--- config.mk ---
export PLATFORM = sky130hd
export DESIGN_NAME = intersection_sequencer
export DESIGN_NICKNAME = d
export VERILOG_FILES = /design/src/rtl/intersection_sequencer.sv
export SDC_FILE = /design/constraint.sdc
export NUM_CORES = 1
export LEC_CHECK = 0
export BUFFER_PORTS_ARGS = -buffer_cell sky130_fd_sc_hd__buf_4
export CORE_ASPECT_RATIO = 0.6
export CORE_MARGIN = 3
export CORE_UTILIZATION = 35
export CTS_BUF_LIST = sky130_fd_sc_hd__clkbuf_16
export CTS_CLUSTER_SIZE = 40
export DETAILED_ROUTE_END_ITERATION = 12
export PLACE_DENSITY_LB_ADDON = 0.05
export SETUP_SLACK_MARGIN = 0.3
export SKIP_CTS_REPAIR_TIMING = 1
export SYNTH_ARGS = -nofsm -noshare
export SYNTH_HDL_FRONTEND = slang
export SYNTH_SLANG_ARGS = --single-unit
export TNS_END_PERCENT = 30
--- constraint.sdc ---
create_clock -name clock -period 3.45 [get_ports clock]
set_input_delay 1.035 -clock clock [delete_from_list [all_inputs] [get_ports clock]]
set_output_delay 1.035 -clock clock [all_outputs]
set_load 0.01 [all_outputs]
--- src/rtl/intersection_sequencer.sv ---
// Phase controller for a main/side road intersection with one pedestrian
// crossing. A single shared down-counter times every phase. The main road
// rests on green until there is demand, and a fault forces flashing yellow.
module intersection_sequencer #(
  parameter int CW          = 8,
  parameter int T_ALLRED    = 2,
  parameter int T_REDYEL    = 2,
  parameter int T_MIN_GREEN = 4,
  parameter int T_GREEN     = 10,
  parameter int T_BLINK     = 4,
  parameter int T_YELLOW    = 3
) (
  input  logic       clock,
  input  logic       reset,
  input  logic       side_req,
  input  logic       ped_req,
  input  logic       fault,
  output logic [2:0] main_ryg,
  output logic [2:0] side_ryg,
  output logic       ped_walk,
  output logic       ped_ack,
  output logic [3:0] phase
);

  typedef enum logic [3:0] {
    AR_M  = 4'd0,
    M_RY  = 4'd1,
    M_G   = 4'd2,
    M_BLG = 4'd3,
    M_Y   = 4'd4,
    AR_S  = 4'd5,
    S_RY  = 4'd6,
    S_G   = 4'd7,
    S_BLG = 4'd8,
    S_Y   = 4'd9,
    FLASH = 4'd10
  } state_t;

  state_t          state, state_n;
  logic [CW-1:0]   timer, timer_n;
  logic            blink, blink_n;
  logic            walk, walk_n;
  logic            ack, ack_n;
  logic            pend, pend_n;

  // Timer reload value for each state; FLASH is untimed.
  function automatic logic [CW-1:0] load_val(input state_t s);
    case (s)
      AR_M, AR_S:   load_val = CW'(T_ALLRED - 1);
      M_RY, S_RY:   load_val = CW'(T_REDYEL - 1);
      M_G:          load_val = CW'(T_MIN_GREEN - 1);
      S_G:          load_val = CW'(T_GREEN - 1);
      M_BLG, S_BLG: load_val = CW'(T_BLINK - 1);
      M_Y, S_Y:     load_val = CW'(T_YELLOW - 1);
      default:      load_val = '0;
    endcase
  endfunction

  // State, timer and flag registers.
  always_ff @(posedge clock or posedge reset) begin
    if (reset) begin
      state <= AR_M;
      timer <= CW'(T_ALLRED - 1);
      blink <= 1'b0;
      walk  <= 1'b0;
      ack   <= 1'b0;
      pend  <= 1'b0;
    end else begin
      state <= state_n;
      timer <= timer_n;
      blink <= blink_n;
      walk  <= walk_n;
      ack   <= ack_n;
      pend  <= pend_n;
    end
  end

  // Next-state, timer and flag logic.
  always_comb begin
    state_n = state;
    if (fault) begin
      state_n = FLASH;
    end else begin
      case (state)
        AR_M:    if (timer == '0) state_n = M_RY;
        M_RY:    if (timer == '0) state_n = M_G;
        M_G:     if (timer == '0 && (side_req || pend)) state_n = M_BLG;
        M_BLG:   if (timer == '0) state_n = M_Y;
        M_Y:     if (timer == '0) state_n = AR_S;
        AR_S:    if (timer == '0) state_n = S_RY;
        S_RY:    if (timer == '0) state_n = S_G;
        S_G:     if (timer == '0) state_n = S_BLG;
        S_BLG:   if (timer == '0) state_n = S_Y;
        S_Y:     if (timer == '0) state_n = AR_M;
        default: state_n = AR_M;
      endcase
    end

    // Reload on any state change; otherwise count down and hold at zero,
    // which is what lets M_G rest indefinitely.
    timer_n = timer;
    if (state_n != state) timer_n = load_val(state_n);
    else if (timer != '0) timer_n = timer - CW'(1);

    // BLG starts dark; FLASH starts lit; otherwise toggle every clock.
    blink_n = ~blink;
    if (state_n != state && (state_n == M_BLG || state_n == S_BLG)) blink_n = 1'b0;
    else if (state_n == FLASH && state != FLASH) blink_n = 1'b1;

    // Grant happens on the edge into S_G; walk is held for that green only.
    ack_n  = (state_n == S_G) && (state != S_G) && pend;
    walk_n = (state_n == S_G) && ((state == S_G) ? walk : pend);

    pend_n = pend | ped_req;
    if (fault || ack_n) pend_n = 1'b0;
  end

  // Lamp and pedestrian output decode from registered state.
  always_comb begin
    main_ryg = 3'b100;
    side_ryg = 3'b100;
    case (state)
      M_RY:  main_ryg = 3'b110;
      M_G:   main_ryg = 3'b001;
      M_BLG: main_ryg = {2'b00, blink};
      M_Y:   main_ryg = 3'b010;
      S_RY:  side_ryg = 3'b110;
      S_G:   side_ryg = 3'b001;
      S_BLG: side_ryg = {2'b00, blink};
      S_Y:   side_ryg = 3'b010;
      FLASH: begin
        main_ryg = {1'b0, blink, 1'b0};
        side_ryg = {1'b0, blink, 1'b0};
      end
      default: ;
    endcase
  end

  assign ped_walk = walk;
  assign ped_ack  = ack;
  assign phase    = state;

endmodule

Yosys cells after proc, flatten, opt, wreduce, memory -nomap -nowiden
Memory sizes are Yosys's and may differ from the RTL's.
Cells that the tools add are included.
W data, S select, Z words.
{ "totals": {"register_bits": 16, "rom_bits": 48, "wordCells": 60, "n_memories": 1} }
{ "mem_list": {"columns": ["memory", "words", "width", "rd", "rd_clocked_by_memory_dff", "wr", "line", "text"], "rows": [
  ["(no name shown)", 16, 3, 1, 0, 0, "48", "case (s)"]
]} }
{ "op_classes": {"add_sub_neg": 1, "n_eq_ne": 17, "muxes": 20, "bitwise": 2, "reduce_logical": 13} }
{ "ops": {"columns": ["cell", "n"], "rows": [
  ["$mux W4", 11],
  ["$pmux W4 S10", 1],
  ["$pmux W3 S5", 2],
  ["$eq A4 B3 Y1 const B", 5],
  ["$eq A4 B4 Y1 const B", 5],
  ["$mux W8", 2],
  ["$eq A4 B2 Y1 const B", 3],
  ["$logic_not A8 Y1", 1],
  ["$reduce_bool A8 Y1", 1],
  ["$sub A8 B1 Y8 const B", 1],
  ["$logic_and A1 B1 Y1", 6],
  ["$eq A4 B1 Y1 const B", 1],
  ["$logic_not A4 Y1", 1],
  ["$mux W1", 4],
  ["$ne A4 B3 Y1 const B", 1],
  ["$ne A4 B4 Y1", 1],
  ["$ne A4 B4 Y1 const B", 1],
  ["$logic_or A1 B1 Y1", 3],
  ["$reduce_bool A2 Y1", 1],
  ["$not A1 Y1", 1],
  ["$or A1 B1 Y1", 1]
]} }

Depth between registers and ports, before layout
{ "depth": {"ltp_word": 10, "depth_mapped": 8} }

Least setup slack after synthesis
No wires, ideal clock.
{ "synth_timing": {"path_type": "in2reg", "start": "input side_req", "end": "register timer[1]", "setup_time_ps": 120, "arrival_ps": 2200, "t_required_ps": 3330, "path_slack_ps": 1131, "path_stages": 5, "path_cell_list": "or4b_1 > a31oi_1 > o22ai_2 > buf_6 > a31o_1"} }
{ "synth_via": {"elab_chain_len": 7, "elab_cells_between_ends": 9} }
{ "synth_lines": {"columns": ["item", "line", "text"], "rows": [
  ["start: declaration", "15", "input logic side_req,"],
  ["$logic_or A1 B1 Y1 *", "87", "M_G: if (timer == '0 && (side_req || pend)) state_n = M_BLG;"],
  ["$logic_and A1 B1 Y1 *", "87", null],
  ["$mux W4 *", "87", null],
  ["$pmux W4 S10 *", "84", "case (state)"],
  ["$mux W4 *", "81", "if (fault) begin"],
  ["$mem_v2 Z16 W3 or $ne A4 B4 Y1 (tied branches)", null, null],
  ["$mux W8 or $reduce_bool A2 Y1 (tied branches)", null, null],
  ["end signal: assignment", "63", "timer <= CW'(T_ALLRED - 1);"],
  ["end signal: assignment", "70", "timer <= timer_n;"],
  ["end: declaration", "40", "logic [CW-1:0] timer, timer_n;"]
]} }
Mark *: on every way between the ends. The rest lies on a longest branch, timed or not.
A chain may end at the register's enable or synchronous reset.

Worst setup path in the final report
{ "layout_timing": {"start": "register state[1], in the netlist phase[1]", "end": "output main_ryg[1]"} }
{ "layout_via": {"elab_chain_len": 2, "elab_cells_between_ends": 6} }
{ "layout_lines": {"columns": ["item", "line", "text"], "rows": [
  ["start: declaration", "39", "state_t state, state_n;"],
  ["start signal: assignment", "69", "state <= state_n;"],
  ["$eq A4 B4 Y1 (tied with other cells)", "122", "case (state)"],
  ["$pmux W3 S5 *", "122", null],
  ["end: declaration", "18", "output logic [2:0] main_ryg,"]
]} }
Marked as above.

==> impl_metrics.csv <==
group,metric,value,unit
worst_setup_path,path_cells,"clkinv_1 -> nand2_1 -> nor2_1 -> a31oi_1 -> o21ai_0 -> buf_4",
clocking,clockBufferDepth,2,
timing,totalNegativeSetupSlack,0,ns
worst_setup_path,timing.rr.start,"timer[2]",
clocking,cts_root_buf,"sky130_fd_sc_hd__clkbuf_16",
global_routing,pin_count_of_the_biggest_net_entering_global_routing,17,
worst_hold_path,hold_class,"flop to flop",
global_routing,track_usage,0.171,
timing,final_min_period_over_clock_period,0.846,
cells_and_area,antenna-diode-count,0,
die,fp.dieArea,4090,µm²
worst_setup_path,startpoint_type,"flop",
clocking,cts_made_buffers,3,
timing,final-setup-viol-count,0,
synthesis,synth_sequential_area_ratio,0.344,
cells_and_area,finalCoreUtilization,0.457,
power,totalPowerFinal,1.07,mW
worst_hold_path,worst_hold_startpoint,"blink",
power,pwrdens,775,nW/µm²
worst_hold_path,worst_hold_path.num_cells,1,
drt,drt-vias-per-instance,5.53,
drt,drt.antenna.violating_nets,0,
synthesis,yosys_warn_count,0,
clocking,clock_insertion_delay_worst_skew,0.25,ns
placed_design,half_perimeter_wire_length_of_the_detailed_placement_result,2.21,mm
timing,slew_violations,0,
global_routing,total_global_routing_overflow,0,
timing,rsz0062_at_grt,"no",
placed_design,gpl.final_weighted_congestion,0.782,
worst_setup_path,cpMaxStageDelayCell,"sky130_fd_sc_hd__dfrtp_1",
cells_and_area,instances_no_fill,185,
die,die_width,80.6,µm
worst_setup_path,critical_path.max_stage_delay,0.66,ns
die,std_cell_rows,15,
global_routing,first_global_vias,984,
placed_design,post-place-cells,181,
synthesis,async_flop_share,1.00,
run_status,outcome,"completed",
synthesis,synthesized_net_count,135,
timing,timing_worst_slew_pin_value,0.717,ns
cells_and_area,finish.instance_area,1380,µm²
global_routing,global_route_wire_length_before_repair,5.24,mm
worst_setup_path,cp_data_required_time,2.41,ns
clocking,cts.sinks,16,
clocking,cts-htree-levels,1,
synthesis,yosysUniqueCellTypes,50,
cells_and_area,layout-drive-gt1-share,0.231,
worst_setup_path,cp_max_fo,16,
placed_design,port_buffers,16,
cells_and_area,post_layout_net_count,150,
worst_setup_path,worst-r2r-setup-slack,1.06,ns
worst_setup_path,worstRegToRegCells,5,
synthesis,synth.ff_latch_count,16,
synthesis,synth_area_per_cell,9.06,µm²
run,cap_viol_max_count,0,
die,pin_count,17,
worst_setup_path,rr_endpoint,"timer[1]",
synthesis,post_synth_inst_count,129,
die,dieHeight,50.8,µm
drt,first_iter_violations,59,
power,cellLeakagePower,0.605,nW
drt,post_detailed_route_wirelength_per_cell,15.9,µm
worst_setup_path,worstSetupPathType,"flop to primary output",
worst_setup_path,cp_data_arrival_time,1.88,ns
worst_hold_path,worst_case_hold_path_end_point,"blink",
global_routing,grt_antenna_before_repair,0,
timing,final.setup_skew,0.00217,ns
synthesis,number_of_synthesized_flops_with_an_enable_pin,0,
synthesis,primary_flip_flop_cell_chosen_by_synthesis_mapping,"sky130_fd_sc_hd__dfrtp_1",
synthesis,synth_area,1170,µm²
power,peakVddDrop,0.352,mV
drt,route.final.wire_length,2.95,mm
clocking,cts_tree,"built",
die,initial_utilization,0.387,
cells_and_area,layout-area-overhead-vs-synth,18.2,%
timing,max_clock_freq,0.343,GHz
die,core_area,3020,µm²
worst_setup_path,timing.critical_path.to_type,"primary output",
drt,routed-via-count,1023,
timing,finalCriticalPeriod,2.92,ns
timing,timing.max_slew.rel_slack,0.518,
drt,post-route-drc-count,0,
drt,detailedRoute.firstPassIterationCount,4,
timing,finalHoldViolCount,0,
placed_design,placed_area,1300,µm²
clocking,path_clk_slew,0.05,ns
==> how the worst max path moves through the flow <==
stage | start | end | depth (start not counted)
6_report | phase[1] | main_ryg[1] | 6
5_1_grt | phase[1] | main_ryg[1] | 6
3_5_place_dp | phase[1] | main_ryg[1] | 6
3_3_place_gp | phase[1] | main_ryg[1] | 6
2_1_floorplan | side_req | timer[1] | 5
4_1_cts | phase[1] | main_ryg[1] | 6
==> registers in the layout, indices dropped and copies added, names as in the netlist <==
| signal | cells |
|---|---|
| ped_walk | 1 |
| phase | 4 |
| ped_ack | 1 |
| timer | 8 |
| blink | 1 |
| pend | 1 |
==> synthesized netlist by cell type (all sizes together) (3+ instances only) <==
cell | count | area [µm²]
nand2 | 13 | 48.8
o31ai | 3 | 22.5
o21ai | 5 | 25.0
dfrtp | 15 | 375
nand3 | 9 | 45.0
nor2 | 14 | 52.6
mux2i | 3 | 42.5
a31o | 3 | 26.3
and2 | 3 | 18.8
xor2 | 5 | 43.8
a31oi | 3 | 18.8
a21oi | 4 | 20.0
a211oi | 3 | 22.5
clkbuf | 4 | 15.0
inv | 5 | 18.8
buf | 4 | 38.8
==> placed cells by master (no fill, tap or decap), drive strengths merged, types with 2 or more instances in the layout <==
cell	count
a21oi	4
dfrtp	15
nand3	9
a211oi	3
o31ai	3
xor2	5
nor2	14
clkinv	2
a31o	3
inv	5
a31oi	3
mux2i	3
nand2	13
and3b	2
o22ai	2
nor2b	2
o211ai	2
clkbuf	3
o21ai	5
and2	3
buf	18
==> critical path, delay by kind of cell, from the launching register on <==
family	cells	cell delay, ns
flip-flops	1	0.66
buffers and inverters	2	0.55
AND/OR/NAND/NOR	2	0.22
AO/OA/AOI/OAI	2	0.22
==> layer usage <==
layer | GRT usage | vias to the layer above | share of wire
met5 | 0 | - | 0
met4 | 0.0337 | 0 | 0.0051
met3 | 0.0430 | 2 | 0.057
met2 | 0.212 | 28 | 0.36
met1 | 0.283 | 493 | 0.57
li1 | - | 500 | -
==> through the flow <==
step                      hold WS [ns]  worst slack (ns)
after floorplan                  0.464              1.13
after CTS                        0.521             0.546
after global placement           0.509             0.849
final                            0.518             0.532
after detailed placement         0.514             0.813
after global routing             0.555             0.352
==> report_power, final <==
group          internal, mW  leakage [nW]  switching [mW]  total [mW]
clock                 0.154        0.0385          0.0766       0.231
sequential            0.245         0.205          0.0825       0.327
combinational         0.218         0.362           0.294       0.512
==> final cells by class <==
cell class	count	area (µm²)
fillers	288	1640
clock buffers	3	75.1
multi-input cells	99	691
flip-flops and latches	16	402
repair buffers	18	135
inverters	6	22.5
clock inverters	1	3.75
well taps	42	52.6
==> cell families after synthesis <==
kind of cell	Yosys count	synth area share
muxes	3	0.0364
xor gates and xnor gates	6	0.0450
AOI/OAI and AO/OA	35	0.229
DFF	16	0.344
adders and majority gates	2	0.0203
and+or+nand+nor	53	0.260
buffers and inverters	14	0.0653
(Power assumes the default switching activity.)
